$ cat src/rtl/keypad_scan_encoder_if.sv
// keypad_scan_encoder_if
// Groups the keypad-facing and controller-facing signals of keypad_scan_encoder.
//   col_drive  [3:0]  column drive, active-low, one bit low at a time
//   row_sense  [3:0]  row inputs, active-low, asynchronous to the system clock
//   key_valid         one-cycle strobe for an accepted key
//   key_code   [3:0]  code of the last accepted key
//   ONE, THREE, FIVE, SEVEN, A, use_code, bad_key
//                     one-cycle per-key strobes, coincident with key_valid
// master: the encoder side. slave: the keypad/controller side.
interface keypad_scan_encoder_if;
  logic [3:0] col_drive;
  logic [3:0] row_sense;
  logic       key_valid;
  logic [3:0] key_code;
  logic       ONE;
  logic       THREE;
  logic       FIVE;
  logic       SEVEN;
  logic       A;
  logic       use_code;
  logic       bad_key;

  modport master (
    output col_drive, key_valid, key_code, ONE, THREE, FIVE, SEVEN, A, use_code, bad_key,
    input  row_sense
  );

  modport slave (
    input  col_drive, key_valid, key_code, ONE, THREE, FIVE, SEVEN, A, use_code, bad_key,
    output row_sense
  );
endinterface

$ cat src/rtl/keypad_scan_encoder.sv
// keypad_scan_encoder
// Scans a 4x4 active-low membrane keypad, synchronises and debounces the row lines and
// turns each accepted press into a single-cycle key strobe.
// Ports:
//   clk    system clock
//   RESET  asynchronous, active-high reset
//   kp     keypad_scan_encoder_if.master: col_drive out, row_sense in, key_valid/key_code
//          and the per-key strobes ONE/THREE/FIVE/SEVEN/A/use_code/bad_key out
// Optional feature: define KEYPAD_AUTOREPEAT_EN to re-emit a held key every REPEAT_CYCLES.
module keypad_scan_encoder #(
  parameter int unsigned SCAN_DIV        = 4,
  parameter int unsigned DEBOUNCE_CYCLES = 8,
  parameter int unsigned REPEAT_CYCLES   = 64
) (
  input logic                   clk,
  input logic                   RESET,
  keypad_scan_encoder_if.master kp
);

  localparam int unsigned DwellW = $clog2(SCAN_DIV);
  // One counter serves both debounce and hold-repeat timing, so size it for the longer one.
  localparam int unsigned CntMax = (REPEAT_CYCLES > DEBOUNCE_CYCLES) ? REPEAT_CYCLES
                                                                      : DEBOUNCE_CYCLES;
  localparam int unsigned CntW   = $clog2(CntMax);

  localparam logic [DwellW-1:0] DwellLast = DwellW'(SCAN_DIV - 1);
  localparam logic [DwellW-1:0] DwellGate = DwellW'(2);
  localparam logic [CntW-1:0]   DbLast    = CntW'(DEBOUNCE_CYCLES - 1);
`ifdef KEYPAD_AUTOREPEAT_EN
  localparam logic [CntW-1:0]   RptLast   = CntW'(REPEAT_CYCLES - 1);
`endif

  typedef enum logic [2:0] {
    StScan,
    StDebounce,
    StEmit,
    StHold,
    StRelease
  } state_e;

  state_e            state_q, state_d;
  logic [DwellW-1:0] dwell_q, dwell_d;
  logic [CntW-1:0]   cnt_q, cnt_d;
  logic [1:0]        col_q, col_d;
  logic [1:0]        row_q, row_d;
  logic [3:0]        pat_q, pat_d;
  logic [3:0]        rs_meta_q, rs_q;

  logic       key_valid_q;
  logic [3:0] key_code_q;
  logic       one_q, three_q, five_q, seven_q, a_q, use_code_q, bad_key_q;

  logic [3:0] low;
  logic       one_low;
  logic       emit_d;
  logic [3:0] code_d;

  function automatic logic [3:0] decode_key(input logic [1:0] row, input logic [1:0] col);
    logic [3:0] code;
    case ({row, col})
      4'h0: code = 4'h1;
      4'h1: code = 4'h2;
      4'h2: code = 4'h3;
      4'h3: code = 4'hA;
      4'h4: code = 4'h4;
      4'h5: code = 4'h5;
      4'h6: code = 4'h6;
      4'h7: code = 4'hB;
      4'h8: code = 4'h7;
      4'h9: code = 4'h8;
      4'hA: code = 4'h9;
      4'hB: code = 4'hC;
      4'hC: code = 4'hE;
      4'hD: code = 4'h0;
      4'hE: code = 4'hF;
      default: code = 4'hD;
    endcase
    return code;
  endfunction

  function automatic logic [1:0] row_index(input logic [3:0] pattern);
    logic [1:0] idx;
    case (pattern)
      4'b1101: idx = 2'd1;
      4'b1011: idx = 2'd2;
      4'b0111: idx = 2'd3;
      default: idx = 2'd0;
    endcase
    return idx;
  endfunction

  // A single low row; two or more low rows are a ghost/multi-press and are ignored.
  assign low     = ~rs_q;
  assign one_low = (low != 4'd0) && ((low & (low - 4'd1)) == 4'd0);

  always_comb begin
    state_d = state_q;
    dwell_d = dwell_q;
    cnt_d   = cnt_q;
    col_d   = col_q;
    row_d   = row_q;
    pat_d   = pat_q;
    unique case (state_q)
      StScan: begin
        // The dwell gate lets the synchroniser catch up with the newly driven column.
        if ((dwell_q >= DwellGate) && one_low) begin
          row_d   = row_index(rs_q);
          pat_d   = rs_q;
          cnt_d   = '0;
          state_d = StDebounce;
        end else if (dwell_q == DwellLast) begin
          dwell_d = '0;
          col_d   = col_q + 2'd1;
        end else begin
          dwell_d = dwell_q + DwellW'(1);
        end
      end
      StDebounce: begin
        if (rs_q != pat_q) begin
          dwell_d = '0;
          state_d = StScan;
        end else if (cnt_q == DbLast) begin
          state_d = StEmit;
        end else begin
          cnt_d = cnt_q + CntW'(1);
        end
      end
      StEmit: begin
        cnt_d   = '0;
        state_d = StHold;
      end
      StHold: begin
        if (rs_q == 4'hF) begin
          cnt_d   = '0;
          state_d = StRelease;
        end
`ifdef KEYPAD_AUTOREPEAT_EN
        else if (rs_q == pat_q) begin
          if (cnt_q == RptLast) begin
            cnt_d   = '0;
            state_d = StEmit;
          end else begin
            cnt_d = cnt_q + CntW'(1);
          end
        end else begin
          cnt_d = '0;
        end
`endif
      end
      StRelease: begin
        if (rs_q != 4'hF) begin
          cnt_d   = '0;
          state_d = StHold;
        end else if (cnt_q == DbLast) begin
          dwell_d = '0;
          col_d   = col_q + 2'd1;
          state_d = StScan;
        end else begin
          cnt_d = cnt_q + CntW'(1);
        end
      end
      default: begin
        dwell_d = '0;
        state_d = StScan;
      end
    endcase
  end

  // Strobes are registered off the next state so they coincide with the EMIT cycle.
  assign emit_d = (state_d == StEmit);
  assign code_d = decode_key(row_q, col_q);

  always_ff @(posedge clk or posedge RESET) begin
    if (RESET) begin
      state_q     <= StScan;
      dwell_q     <= '0;
      cnt_q       <= '0;
      col_q       <= 2'd0;
      row_q       <= 2'd0;
      pat_q       <= 4'hF;
      rs_meta_q   <= 4'hF;
      rs_q        <= 4'hF;
      key_valid_q <= 1'b0;
      key_code_q  <= 4'h0;
      one_q       <= 1'b0;
      three_q     <= 1'b0;
      five_q      <= 1'b0;
      seven_q     <= 1'b0;
      a_q         <= 1'b0;
      use_code_q  <= 1'b0;
      bad_key_q   <= 1'b0;
    end else begin
      rs_meta_q   <= kp.row_sense;
      rs_q        <= rs_meta_q;
      state_q     <= state_d;
      dwell_q     <= dwell_d;
      cnt_q       <= cnt_d;
      col_q       <= col_d;
      row_q       <= row_d;
      pat_q       <= pat_d;
      key_valid_q <= emit_d;
      if (emit_d) begin
        key_code_q <= code_d;
      end
      one_q      <= emit_d && (code_d == 4'h1);
      three_q    <= emit_d && (code_d == 4'h3);
      five_q     <= emit_d && (code_d == 4'h5);
      seven_q    <= emit_d && (code_d == 4'h7);
      a_q        <= emit_d && (code_d == 4'hA);
      use_code_q <= emit_d && (code_d == 4'hF);
      bad_key_q  <= emit_d && !((code_d == 4'h1) || (code_d == 4'h3) || (code_d == 4'h5) ||
                                (code_d == 4'h7) || (code_d == 4'hA) || (code_d == 4'hF));
    end
  end

  assign kp.col_drive = ~(4'b0001 << col_q);
  assign kp.key_valid = key_valid_q;
  assign kp.key_code  = key_code_q;
  assign kp.ONE       = one_q;
  assign kp.THREE     = three_q;
  assign kp.FIVE      = five_q;
  assign kp.SEVEN     = seven_q;
  assign kp.A         = a_q;
  assign kp.use_code  = use_code_q;
  assign kp.bad_key   = bad_key_q;

endmodule

$ cat src/flat_wrapper.sv
// flat-port wrapper written by rule: the top's interface ports become plain ports
module keypad_scan_encoder_flat 
#(
  parameter int unsigned SCAN_DIV        = 4,
  parameter int unsigned DEBOUNCE_CYCLES = 8,
  parameter int unsigned REPEAT_CYCLES   = 64
)
  (clk, RESET, kp_col_drive, kp_key_valid, kp_key_code, kp_ONE, kp_THREE, kp_FIVE, kp_SEVEN, kp_A, kp_use_code, kp_bad_key, kp_row_sense);
  keypad_scan_encoder_if kp_i ();
  input logic clk;
  input logic RESET;
  output wire logic [$bits(kp_i.col_drive)-1:0] kp_col_drive;
  output wire logic [$bits(kp_i.key_valid)-1:0] kp_key_valid;
  output wire logic [$bits(kp_i.key_code)-1:0] kp_key_code;
  output wire logic [$bits(kp_i.ONE)-1:0] kp_ONE;
  output wire logic [$bits(kp_i.THREE)-1:0] kp_THREE;
  output wire logic [$bits(kp_i.FIVE)-1:0] kp_FIVE;
  output wire logic [$bits(kp_i.SEVEN)-1:0] kp_SEVEN;
  output wire logic [$bits(kp_i.A)-1:0] kp_A;
  output wire logic [$bits(kp_i.use_code)-1:0] kp_use_code;
  output wire logic [$bits(kp_i.bad_key)-1:0] kp_bad_key;
  input wire logic [$bits(kp_i.row_sense)-1:0] kp_row_sense;
  assign kp_col_drive = kp_i.col_drive;
  assign kp_key_valid = kp_i.key_valid;
  assign kp_key_code = kp_i.key_code;
  assign kp_ONE = kp_i.ONE;
  assign kp_THREE = kp_i.THREE;
  assign kp_FIVE = kp_i.FIVE;
  assign kp_SEVEN = kp_i.SEVEN;
  assign kp_A = kp_i.A;
  assign kp_use_code = kp_i.use_code;
  assign kp_bad_key = kp_i.bad_key;
  assign kp_i.row_sense = kp_row_sense;
  keypad_scan_encoder #(.SCAN_DIV(SCAN_DIV), .DEBOUNCE_CYCLES(DEBOUNCE_CYCLES), .REPEAT_CYCLES(REPEAT_CYCLES)) u_core (.clk(clk), .RESET(RESET), .kp(kp_i));
endmodule
$ cat config.mk
export PLATFORM = sky130hd
export DESIGN_NAME = keypad_scan_encoder_flat
export DESIGN_NICKNAME = d
export VERILOG_FILES = /design/src/rtl/keypad_scan_encoder_if.sv /design/src/rtl/keypad_scan_encoder.sv /design/src/flat_wrapper.sv
export SDC_FILE = /design/constraint.sdc
export NUM_CORES = 1
export LEC_CHECK = 0
export BUFFER_PORTS_ARGS = -buffer_cell sky130_fd_sc_hd__clkbuf_2
export CAP_MARGIN = 0
export CORE_UTILIZATION = 45
export DETAILED_ROUTE_END_ITERATION = 8
export GPL_ROUTABILITY_DRIVEN = 0
export GPL_TIMING_DRIVEN = 0
export PLACE_DENSITY = 0.7
export SLEW_MARGIN = 0
export SYNTH_ARGS = -nofsm -noshare
export SYNTH_HDL_FRONTEND = slang
export SYNTH_SLANG_ARGS = --single-unit
$ cat constraint.sdc
create_clock -name clk -period 5.8 [get_ports clk]
set_clock_uncertainty 0.1 [all_clocks]
set_input_delay 0.87 -clock clk [delete_from_list [all_inputs] [get_ports clk]]
set_output_delay 0.87 -clock clk [all_outputs]
set_load 0.02 [all_outputs]
==> flow_summary.html <==
<table>
<tr><th>Metric</th><th>Value</th></tr>
<tr><th colspan="2">Synthesis</th></tr>
<tr><td>Post-Syn Area per Cell</td><td>10.6 um2</td></tr>
<tr><td>Async set or reset register ratio after synthesis</td><td>100%</td></tr>
<tr><td>EDFF count, synth</td><td>0</td></tr>
<tr><td>Share of Yosys cell area claimed by the top area cell type</td><td>31.9%</td></tr>
<tr><td>Most repeated cell in the gate-level netlist after synthesis</td><td>sky130_fd_sc_hd__dfrtp_1</td></tr>
<tr><td>Register area share after synthesis</td><td>46.8%</td></tr>
<tr><td>Synth cell types</td><td>51</td></tr>
<tr><td>Number of synthesis warnings</td><td>0</td></tr>
<tr><td>Synthesis-stage register bit count</td><td>39</td></tr>
<tr><td>Area contributors post-synth</td><td>sky130_fd_sc_hd__dfrtp_1 (32%), sky130_fd_sc_hd__dfstp_2 (15%), sky130_fd_sc_hd__ha_1 (5.3%), sky130_fd_sc_hd__mux2_2 (4.3%), sky130_fd_sc_hd__nor2_1 (3.2%)</td></tr>
<tr><td>Number of nets produced by synthesis</td><td>214</td></tr>
<tr><td>Combined area of all synthesized cells</td><td>2120 um2</td></tr>
<tr><td>Post-synthesis cell type with the largest combined area</td><td>sky130_fd_sc_hd__dfrtp_1</td></tr>
<tr><td>Most instantiated flip-flop cell in the synthesis netlist</td><td>sky130_fd_sc_hd__dfrtp_1</td></tr>
<tr><td>Cell count after synthesis</td><td>199</td></tr>
<tr><td>Leading post-synthesis cells by instance count</td><td>sky130_fd_sc_hd__dfrtp_1 (27), sky130_fd_sc_hd__nor2_1 (18), sky130_fd_sc_hd__inv_1 (13)</td></tr>
<tr><th colspan="2">Setup path</th></tr>
<tr><td>Capturing element type of the critical path</td><td>primary output</td></tr>
<tr><td>Reg2Reg Launch Point</td><td>u_core.rs_q[0]</td></tr>
<tr><td>CP startpoint kind</td><td>register</td></tr>
<tr><td>Worst endpoint data arrival time</td><td>1.36 ns</td></tr>
<tr><td>Largest fanout of any net on the critical path</td><td>9</td></tr>
<tr><td>Data required time of the critical path</td><td>4.83 ns</td></tr>
<tr><td>Cells traversed along the worst timing path</td><td>inv_1, ha_1, inv_1, clkbuf_2</td></tr>
<tr><td>Minimum setup slack among reg-to-reg paths</td><td>3.67 ns</td></tr>
<tr><td>Most common cell type on the critical path</td><td>sky130_fd_sc_hd__inv_1</td></tr>
<tr><td>Biggest cell delay along the critical path</td><td>0.51 ns</td></tr>
<tr><td>Kind of cell with the highest combined delay on the critical path</td><td>flip-flops</td></tr>
<tr><td>Slowest-stage cell, CP</td><td>sky130_fd_sc_hd__dfrtp_1</td></tr>
<tr><td>Worst setup path class</td><td>reg2out</td></tr>
<tr><td>Register-to-Register Path Depth</td><td>6</td></tr>
<tr><td>Endpoint of the most critical register-to-register path</td><td>u_core.col_q[1]</td></tr>
<tr><td>Buffering stage count on the worst path with inverters included</td><td>3</td></tr>
<tr><th colspan="2">Routing</th></tr>
<tr><td>Overall routed net length</td><td>3410 um</td></tr>
<tr><td>Detail Route Antenna Nets</td><td>0</td></tr>
<tr><td>Violation count after the first detailed-route iteration</td><td>51</td></tr>
<tr><td>Via Count</td><td>1511</td></tr>
<tr><td>1st-pass router iterations</td><td>8</td></tr>
<tr><td>Count of unresolved DRC violations after routing</td><td>6</td></tr>
<tr><td>Avg Vias per Cell</td><td>5.40</td></tr>
<tr><td>Wire length per cell</td><td>12.2 um</td></tr>
<tr><th colspan="2">CTS</th></tr>
<tr><td>Clock latency at the later pin of the worst-skew pair</td><td>0.29 ns</td></tr>
<tr><td>Clock buffer depth</td><td>2</td></tr>
<tr><td>Cts repair resizes</td><td>0</td></tr>
<tr><td>Hold-fix buffers at CTS</td><td>0</td></tr>
<tr><td>Total clock sinks</td><td>39</td></tr>
<tr><td>CTS tree</td><td>done</td></tr>
<tr><td>H-tree Lvls</td><td>2</td></tr>
<tr><td>Number of buffers created by CTS</td><td>5</td></tr>
<tr><td>Worst-path clk slew</td><td>0.07 ns</td></tr>
<tr><td>Setup Fix Bufs, Post-CTS</td><td>0</td></tr>
<tr><td>Root buffer cell</td><td>sky130_fd_sc_hd__clkbuf_8</td></tr>
<tr><th colspan="2">Global routing</th></tr>
<tr><td>Global-route met3 utilization</td><td>4.27%</td></tr>
<tr><td>First-pass GRT wire length</td><td>6340 um</td></tr>
<tr><td>Largest net degree at the start of global routing</td><td>40</td></tr>
<tr><td>GR Layer Usage met2</td><td>26.3%</td></tr>
<tr><td>Busiest grt layer</td><td>met2</td></tr>
<tr><td>Number of global-route vias before repair</td><td>1442</td></tr>
<tr><td>Antenna violations before repair</td><td>0</td></tr>
<tr><td>Overall global routing resource usage</td><td>16.2%</td></tr>
<tr><td>GR Util met1</td><td>20.8%</td></tr>
<tr><td>Congestion Overflow GR</td><td>0</td></tr>
<tr><th colspan="2">Finish</th></tr>
<tr><td>Proportion of layout cells with a drive suffix above 1</td><td>28.9%</td></tr>
<tr><td>Antenna diode count</td><td>0</td></tr>
<tr><td>Utilization after layout</td><td>53.3%</td></tr>
<tr><td>Growth of design area from synthesis to finish</td><td>11.8%</td></tr>
<tr><td>Number of nets in the layout</td><td>242</td></tr>
<tr><th colspan="2">Timing</th></tr>
<tr><td>Final Worst Setup Slack</td><td>3.47 ns</td></tr>
<tr><td>Number of hold-slack violations in the final timing report</td><td>0</td></tr>
<tr><td>Shortest period the worst path allows</td><td>2.33 ns</td></tr>
<tr><td>Pins Over Slew Limit</td><td>0</td></tr>
<tr><td>Worst Tran Pin Value</td><td>0.780 ns</td></tr>
<tr><td>Fmax</td><td>0.429 GHz</td></tr>
<tr><td>Tcrit/Tclk final</td><td>40.2%</td></tr>
<tr><td>Worst slew margin relative to its limit</td><td>48.0%</td></tr>
<tr><td>Final setup violation count</td><td>0</td></tr>
<tr><td>Post-route setup TNS</td><td>0 ns</td></tr>
<tr><td>RSZ-0062 raised after global routing</td><td>false</td></tr>
<tr><th colspan="2">Power</th></tr>
<tr><td>Peak ir drop on the vdd network</td><td>0.227 mV</td></tr>
<tr><td>Static leakage</td><td>1.06 nW</td></tr>
<tr><td>Power density of the placed cells</td><td>403 nW/um2</td></tr>
<tr><th colspan="2">Die</th></tr>
<tr><td>Total die area</td><td>4980 um2</td></tr>
<tr><td>Number of cell rows</td><td>24</td></tr>
<tr><td>Core outline area</td><td>4440 um2</td></tr>
<tr><td>Starting Density</td><td>47.6%</td></tr>
<tr><td>Number of I/O pins</td><td>22</td></tr>
<tr><td>Chip Width</td><td>70.6 um</td></tr>
<tr><td>Die extent in y</td><td>70.6 um</td></tr>
<tr><th colspan="2">Run status</th></tr>
<tr><td>Result of the run</td><td>finished, violations left</td></tr>
<tr><td>Failing checks</td><td>DRC</td></tr>
<tr><th colspan="2">Hold path</th></tr>
<tr><td>Class of the tightest hold or removal check</td><td>reg2reg</td></tr>
<tr><td>Worst hold path depth</td><td>0</td></tr>
<tr><td>Min-delay src</td><td>u_core.rs_meta_q[1]</td></tr>
<tr><td>Worst Hold End</td><td>u_core.rs_q[1]</td></tr>
<tr><th colspan="2">Job</th></tr>
<tr><td>MaxCap Viol Count</td><td>0</td></tr>
<tr><th colspan="2">Placement</th></tr>
<tr><td>HPWL reported at the end of detailed placement</td><td>2460 um</td></tr>
<tr><td>Count of buffers inserted at the top-level ports</td><td>21</td></tr>
<tr><td>Post-placement worst setup slack</td><td>3.65 ns</td></tr>
</table>
[layout make-up]
type | count | area (um2)
buffer | 10 | 60.1
clock buffer | 8 | 80.1
fill | 422 | 2080
inverter | 13 | 48.8
multi-input combinational | 137 | 1020
sequential | 39 | 991
tap | 52 | 65.1
timing repair buffer | 21 | 105
[cell families (layout without fill, tap and decap cells)]
kind of cell	Yosys count	after routing	synth area share, %
and+or+nand+nor	67	67	17.3
AOI/OAI and AO/OA	43	43	15.5
DFF	39	39	46.8
buffers and inverters	23	52	5.14
muxes	10	10	5.20
adders and majority gates	9	9	5.32
xor gates and xnor gates	8	8	4.73
[how the worst max path moves through the flow]
stage	end	start	slack [ns]	cells past startpoint
3_5_place_dp	u_core.col_q[1]	u_core.rs_q[0]	3.65	6
5_1_grt	kp_col_drive[0]	u_core.col_q[0]	3.37	4
2_1_floorplan	u_core.cnt_q[2]	u_core.rs_q[2]	3.84	6
6_report	kp_col_drive[0]	u_core.col_q[0]	3.47	4
3_3_place_gp	u_core.cnt_q[4]	RESET	3.46	2
4_1_cts	kp_col_drive[0]	u_core.col_q[0]	3.45	4
[registers in the layout (all words and copies together), names as in the netlist, 2 cells and up]
name                count
u_core.cnt_q            6
u_core.kp.key_code      4
u_core.pat_q            4
u_core.rs_meta_q        4
u_core.rs_q             4
u_core.state_q          3
u_core.col_q            2
u_core.dwell_q          2
u_core.row_q            2
[report_power, final]
part / switching, mW / leakage, nW / internal (mW)
Sequential: 0.0467 / 0.489 / 0.333
Combinational: 0.232 / 0.536 / 0.170
Clock: 0.0856 / 0.0395 / 0.0854
Total: 0.364 / 1.06 / 0.589
[metal layers]
| metal | routed length, um | vias to the layer above |
|---|---|---|
| li1 | - | 762 |
| met3 | 136 | 9 |
| met1 | 1640 | 706 |
| met5 | 0 | - |
| met4 | 67 | 0 |
| met2 | 1570 | 34 |
[placed cells by master, fill, tap and decap left out, types with 3 or more instances in the layout]
master and count:
sky130_fd_sc_hd__a211o_1 5, sky130_fd_sc_hd__a21oi_1 12, sky130_fd_sc_hd__a32o_1 4, sky130_fd_sc_hd__buf_2 3, sky130_fd_sc_hd__clkbuf_1 6, sky130_fd_sc_hd__clkbuf_2 21
sky130_fd_sc_hd__clkbuf_8 5, sky130_fd_sc_hd__dfrtp_1 27, sky130_fd_sc_hd__dfstp_2 12, sky130_fd_sc_hd__ha_1 9, sky130_fd_sc_hd__inv_1 12, sky130_fd_sc_hd__mux2_2 8
sky130_fd_sc_hd__nand2_1 12, sky130_fd_sc_hd__nand2b_1 3, sky130_fd_sc_hd__nand3_1 6, sky130_fd_sc_hd__nand3b_1 4, sky130_fd_sc_hd__nor2_1 18, sky130_fd_sc_hd__nor2b_1 4
sky130_fd_sc_hd__nor3_1 4, sky130_fd_sc_hd__o21ai_0 8, sky130_fd_sc_hd__or3_1 3, sky130_fd_sc_hd__xnor2_2 4
[stage by stage]
step / power, mW / area (um2) / std cells / hold slack (ns)
after CTS: 0.964 / 2370 / 280 / 0.257
after floorplan: 0.703 / 2120 / 199 / 0.245
after global placement: 0.778 / 2290 / 272 / 0.245
after global routing: 1.04 / 2370 / 280 / 0.260
final: 0.953 / 2370 / 280 / 0.256
after detailed placement: 0.787 / 2290 / 272 / 0.247
No activity file was read; power rests on OpenSTA's default activity.
